==> config.mk <==
export PLATFORM = sky130hd
export DESIGN_NAME = uart_tx_engine
export DESIGN_NICKNAME = d
export VERILOG_FILES = /design/src/rtl/uart_tx_engine.sv
export SDC_FILE = /design/constraint.sdc
export NUM_CORES = 1
export LEC_CHECK = 0
export ABC_AREA = 1
export CORE_MARGIN = 5
export CORE_UTILIZATION = 36
export CTS_BUF_LIST = sky130_fd_sc_hd__clkbuf_4
export DETAILED_ROUTE_END_ITERATION = 8
export HOLD_SLACK_MARGIN = 0.06
export PLACE_DENSITY = 0.58
export SLEW_MARGIN = 20
export SYNTH_ARGS = -nofsm -noshare
export SYNTH_HDL_FRONTEND = slang
export SYNTH_SLANG_ARGS = --single-unit
==> constraint.sdc <==
create_clock -name clk -period 5.1 [get_ports clk]
set_input_delay 1.275 -clock clk [delete_from_list [all_inputs] [get_ports clk]]
set_output_delay 1.275 -clock clk [all_outputs]
set_load 0.02 [all_outputs]
==> src/rtl/uart_tx_engine.sv <==
// uart_tx_engine: 8-bit UART transmitter with selectable baud, optional parity and a one-deep holding register
module uart_tx_engine #(
  parameter int DIV_B0     = 325,
  parameter int DIV_B1     = 651,
  parameter int DIV_B2     = 1302,
  parameter int DIV_B3     = 3906,
  parameter int OVS        = 16,
  parameter int STOP_BITS  = 1,
  parameter int PARITY_EN  = 0,
  parameter int PARITY_ODD = 0
) (
  input  logic       clk,
  input  logic       rst,
  input  logic [1:0] b_sel,
  input  logic       tx,
  input  logic [7:0] data_in,
  output logic       txd,
  output logic       tx_status,
  output logic       frame_done,
  output logic       overrun
);
  typedef enum logic [2:0] {IDLE, START, DATA, PARITY, STOP} state_t;
  localparam logic [15:0] P0 = 16'(DIV_B0 * OVS - 1);
  localparam logic [15:0] P1 = 16'(DIV_B1 * OVS - 1);
  localparam logic [15:0] P2 = 16'(DIV_B2 * OVS - 1);
  localparam logic [15:0] P3 = 16'(DIV_B3 * OVS - 1);
  state_t      r_state, w_state_nx;
  logic [15:0] r_timer, r_per, w_new_per;
  logic [2:0]  r_cnt;
  logic [7:0]  r_shift, r_hold, w_src;
  logic        r_hold_full, r_par, r_tx_q, r_overrun;
  logic        w_busy, w_req, w_tick, w_end, w_new_frame, w_take_hold, w_start, w_to_hold, w_drop;
  assign w_busy      = r_state != IDLE;
  assign w_req       = tx & ~r_tx_q;
  assign w_tick      = r_timer == '0;
  assign w_end       = r_state == STOP && w_tick && r_cnt == 3'(STOP_BITS - 1);
  assign w_new_frame = w_req && (!w_busy || (w_end && !r_hold_full));
  assign w_take_hold = w_end && r_hold_full;
  assign w_start     = w_new_frame || w_take_hold;
  assign w_to_hold   = w_req && w_busy && !w_new_frame && (!r_hold_full || w_end);
  assign w_drop      = w_req && w_busy && r_hold_full && !w_end;
  assign w_src       = w_take_hold ? r_hold : data_in;
  assign w_new_per   = b_sel == 2'd0 ? P0 : b_sel == 2'd1 ? P1 : b_sel == 2'd2 ? P2 : P3;
  assign txd         = r_state == START ? 1'b0 : r_state == DATA ? r_shift[0] : r_state == PARITY ? r_par : 1'b1;
  assign tx_status   = w_busy;
  assign frame_done  = w_end;
  assign overrun     = r_overrun;
  // state register
  always_ff @(posedge clk) begin
    r_state <= rst ? IDLE : w_state_nx;
  end
  // next state: each bit state advances when the bit timer expires
  always_comb begin
    w_state_nx = r_state;
    case (r_state)
      IDLE:    w_state_nx = w_start ? START : IDLE;
      START:   w_state_nx = w_tick ? DATA : START;
      DATA:    w_state_nx = (w_tick && r_cnt == 3'd7) ? ((PARITY_EN != 0) ? PARITY : STOP) : DATA;
      PARITY:  w_state_nx = w_tick ? STOP : PARITY;
      STOP:    w_state_nx = w_end ? (w_start ? START : IDLE) : STOP;
      default: w_state_nx = IDLE;
    endcase
  end
  // datapath: bit timer, bit counter, shifter, holding register, edge detector and overrun flag
  always_ff @(posedge clk) begin
    if (rst) begin
      r_timer     <= '0;
      r_per       <= P0;
      r_cnt       <= '0;
      r_shift     <= '0;
      r_hold      <= '0;
      r_hold_full <= 1'b0;
      r_par       <= 1'b0;
      r_tx_q      <= 1'b1;
      r_overrun   <= 1'b0;
    end else begin
      r_tx_q      <= tx;
      r_overrun   <= r_overrun | w_drop;
      r_hold_full <= w_to_hold || (r_hold_full && !w_take_hold);
      if (w_to_hold) r_hold <= data_in;
      r_cnt <= (w_start || w_state_nx != r_state) ? 3'd0 : w_tick ? r_cnt + 3'd1 : r_cnt;
      if (w_start) begin
        r_per   <= w_new_per;
        r_timer <= w_new_per;
        r_shift <= w_src;
        r_par   <= ^w_src ^ 1'(PARITY_ODD);
      end else if (w_busy) begin
        r_timer <= w_end ? '0 : w_tick ? r_per : r_timer - 16'd1;
        if (r_state == DATA && w_tick) r_shift <= r_shift >> 1;
      end
    end
  end
endmodule

After elaboration in Yosys (flattened, before gate mapping)
Cells that the tools add are included.
- $lt $le $gt $ge: 0
- equality and inequality tests: 8
- $add $sub $neg: 2
- divide/modulo/power cells: 0
- bitwise operators: 3
- shift operators: 0
- multiply operators: 0
- mux-type cells: 20
- reductions and logical operators: 33
- operators with widths (cell ; number):
    $mux W16 ; 7
    $mux W8 ; 4
    $logic_not A16 Y1 ; 1
    $sub A16 B1 Y16 const B ; 1
    $pmux W3 S5 ; 1
    $logic_and A1 B1 Y1 ; 13
    $mux W3 ; 3
    $reduce_xor A8 Y1 ; 1
    $eq A3 B2 Y1 const B ; 2
    $eq A3 B3 Y1 const B ; 2
    $logic_not A3 Y1 ; 2
    $logic_not A1 Y1 ; 5
    $logic_or A1 B1 Y1 ; 5
    $mux W1 ; 4
    $reduce_bool A2 Y1 ; 2
    $add A3 B1 Y3 const B ; 1
    $eq A3 B1 Y1 const B ; 1
    $ne A3 B3 Y1 ; 1
    $reduce_bool A3 Y1 ; 1
    $eq A2 B1 Y1 const B ; 1
    $eq A2 B2 Y1 const B ; 1
    $logic_not A2 Y1 ; 1
    $mux W2 ; 1
    $reduce_and A2 Y1 ; 1
    4 further kinds ; 4
- memories: 0
- bits in read-only memories: 0
- bits in writable memories: 0
- register bits after elaboration: 58
- output and inout port bits: 4
- bits in latches: 0

Longest topological paths before layout
- depth after elaboration: 13
- depth in mapped cells: 17

Least setup slack after synthesis
Ideal clock, no wire load.
- path type: flip-flop to output port
- from: register r_timer[0]
- to: output port frame_done
- buffers on the path: 1
- slack: 2.623 ns
- required time: 3.825 ns
- cell stages (with the launch flop): 8
- arrival time: 1.202 ns
- cells stage by stage: dfxtp_1 > inv_1 > ha_1 > nand2_2 > nor2_4 > nand2_4 > nor2_1 > buf_4
- longest elaborated chain between the ends: 3
- RTL lines (what ; line ; source):
    start, declared ; 28 ; logic [15:0] r_timer, r_per, w_new_per;
    start signal, assigned ; 84 ; r_timer <= w_new_per;
    start signal, assigned ; 88 ; r_timer <= w_end ? '0 : w_tick ? r_per : r_timer - 16'd1;
    $logic_not A16 Y1 ; 35 ; assign w_tick = r_timer == '0;
    $logic_and A1 B1 Y1 (2 in series) ; 36 ; assign w_end = r_state == STOP && w_tick && r_cnt == 3'(STOP_BITS - 1);
    end, declared ; 19 ; output logic frame_done,
No other way between the ends.

Worst setup path after layout
- from: register r_cnt[0]
- to: output port frame_done
- longest elaborated chain between the ends: 2
- RTL lines (what ; line ; source):
    start, declared ; 29 ; logic [2:0] r_cnt;
    start signal, assigned ; 81 ; r_cnt <= (w_start || w_state_nx != r_state) ? 3'd0 : w_tick ? r_cnt + 3'd1 : r_cnt;
    $logic_not A3 Y1 ; 36 ;
    $logic_and A1 B1 Y1 ; 36 ;
No other way between the ends.

==> metrics.md <==
| Metric | Value |
|---|---|
| Status | `finished, final reports clean` |
| Global-route wire length before repair | `13.8 mm` |
| CTS tree | `done` |
| Worst-path clk slew | `170 ps` |
| Resize count post-CTS | `0` |
| Share of cells above drive strength 1 | `6.83%` |
| Routability Congestion | `0.901` |
| CP Class | `flop to output pin` |
| PnR worst setup slack | `1300 ps` |
| Seq. cell area | `1000 um2` |
| DP HPWL | `5.99 mm` |
| Grt ovf | `0` |
| RSZ-0062 raised after global routing | `no` |
| Drt initial violations | `263` |
| Via count | `3,119` |
| IO Port Bufs | `16` |
| Mux cell area share after synthesis | `0%` |
| Syn avg cell area | `6.42 um2` |
| Core area | `8590 um2` |
| P_leak | `1.60 nW` |
| Max Cap Viol | `0` |
| Io pins | `17` |
| Placed cell count | `598` |
| Post-synth cell types | `37` |
| Worst clock skew | `14.5 ps` |
| Crit end category | `output pin` |
| YS warnings | `0` |
| Setup crit start kind | `flop` |
| Register area share after synthesis | `31.9%` |
| Worst hold-check path type | `flop to flop` |
| Largest net degree at the start of global routing | `31` |
| Commonest non-fill, non-tap cell in the layout | `nand2_1` |
| Compound-cell area share of the yosys netlist | `17.8%` |
| Clock root cell | `clkbuf_4` |
| Final total power | `0.00118 W` |
| Slew at the pin with the worst max-slew slack | `775 ps` |
| Remaining DRCs | `0` |
| Final Non-Filler Cells | `606` |
| Synth Area in Adders | `4.39%` |
| Area delta synth->final | `9.66%` |
| Area of the multi-input gates | `1800 um2` |
| Die X | `103 um` |
| Worst-Skew Late Latency | `390 ps` |
| Layout fillers | `932` |
| Inserted Diodes | `0` |
| Post-layout min period | `3800 ps` |
| Post-CTS Setup Inserts | `0` |
| Drt via density | `5.15` |
| Total track usage | `16.3%` |
| DRT Pass-1 Iters | `5` |
| Starting density of the core | `36.5%` |
| Post-synthesis simple-gate area fraction | `34.2%` |
| Cts hold-fix bufs | `0` |
| Commonest cells after routing, fill and taps aside | `nand2_1, inv_1, dfxtp_1` |
| Pwr Density | `343 nW/um2` |
| Final period util | `74.5%` |
| Setup TNS Final | `0 ps` |
| Routed length per instance | `13.7 um` |
| Antenna viol nets, final | `0` |
| Post-synth top area share | `31.9%` |
| Inserted Clock Buffers | `5` |
| Die Y | `103 um` |
| Num rows | `34` |
| DP Worst Slack | `1730 ps` |
| Slew HR | `48.2%` |
| Final setup vio count | `0` |
| Cell Area, Synth | `3130 um2` |
| Synth Area in XOR/XNOR | `1.12%` |
| CTS Sinks | `50` |
| FF+latch count, synth | `50` |
| Yosys top cell by area | `dfxtp_1` |
| Routed wire length | `8.32 mm` |
| Layout Nets | `521` |
| Clk buf depth | `2` |
| Syn_nets | `512` |
| Worst EP required | `3830 ps` |
| Main combinational cell family by area after synthesis | `simple AND/OR/NAND/NOR gates` |
| Cells after synthesis | `488` |
| WP data arrival | `2520 ps` |
| Fmax | `0.263 GHz` |
| Fin. max-slew vios | `0` |
| Critical path fanouts, max | `13` |
| Maximum vdd drop | `152 uV` |
| DIE AREA | `10,700 um2` |
| Initial antenna violation count | `0` |
| Final hold vios | `0` |
| Vias in the first global route | `2,789` |
| H-tree depth | `2` |
| Top cells by area, synth | `dfxtp_1, nand2_1, inv_1` |
## power by group
| group | total (W) | switching (W) | internal (W) |
|---|---|---|---|
| clock | 0.000246 | 0.000143 | 0.000103 |
| combinational | 0.000474 | 0.000315 | 0.000159 |
| sequential | 0.000459 | 0.0000329 | 0.000426 |
## through the flow
stage | util, % | area, um2 | hold WS [ps]
2_1_floorplan | - | 3130 | 414
4_1_cts | 40.0 | 3440 | 475
3_5_place_dp | 39.0 | 3350 | 451
5_1_grt | 40.0 | 3440 | 492
3_3_place_gp | 39.0 | 3350 | 444
6_report | 40.0 | 3440 | 467
## cells by family after synthesis
logic type | Yosys count
buffers and inverters | 80
and+or+nand+nor | 243
DFF | 50
AOI/OAI and AO/OA | 100
adders and majority gates | 11
xor gates and xnor gates | 4
## state kept, by name (all words and copies together), names as in the netlist
name and flops:
r_state 3, r_par 1, r_cnt 3, r_shift 8, r_timer 16, r_hold_full 1, r_hold 8, r_per 8
r_tx_q 1, overrun 1
## layout make-up
type	instances	area share, %
sequential	50	29.1
clock inverter	3	1.31
clock buffer	5	1.09
inverter	64	7.06
timing repair buffer	18	5.10
tap	108	3.93
multi-input combinational	358	52.4
## worst max-delay path, cell delays in order, from the launching register on
cell	delay, ps
dfxtp_1	360
inv_1	80
ha_1	140
nand2_1	80
nor2_4	390
inv_2	120
nor2_1	120
buf_4	210
clkdlybuf4s50_1	630
## cell usage after synthesis (all sizes together)
cell,instances
nand2,145
inv,64
nor2,53
dfxtp,50
a21oi,42
o21ai,37
nand3,23
nand4,12
ha,11
buf,8
clkbuf,8
a22oi,6
a31oi,5
nor3,4
or2,4
a211oi,3
a32oi,2
o221ai,2
xnor2,2
xor2,2
and2,1
nor4,1
o2111ai,1
o211ai,1
o22ai,1
## worst paths after layout
check / slack (ps) / start / depth (start not counted) / endpoint
setup reg to reg: 2190 / r_cnt[0] / 10 / r_timer[13]
setup / recovery: 1300 / r_cnt[0] / 8 / frame_done
hold reg to reg: 470 / overrun / 2 / overrun
hold / removal: 470 / overrun / 2 / overrun
## metal layers
metal	track usage (%)	wire, um	vias up	share of wire [%]
li1	-	-	1601	-
met1	24.5	4180	1432	50
met2	24.6	3600	79	43
met3	2.41	446	7	5.4
met4	3.78	102	0	1.2
met5	0	0	-	0
(Power assumes the default switching activity.)
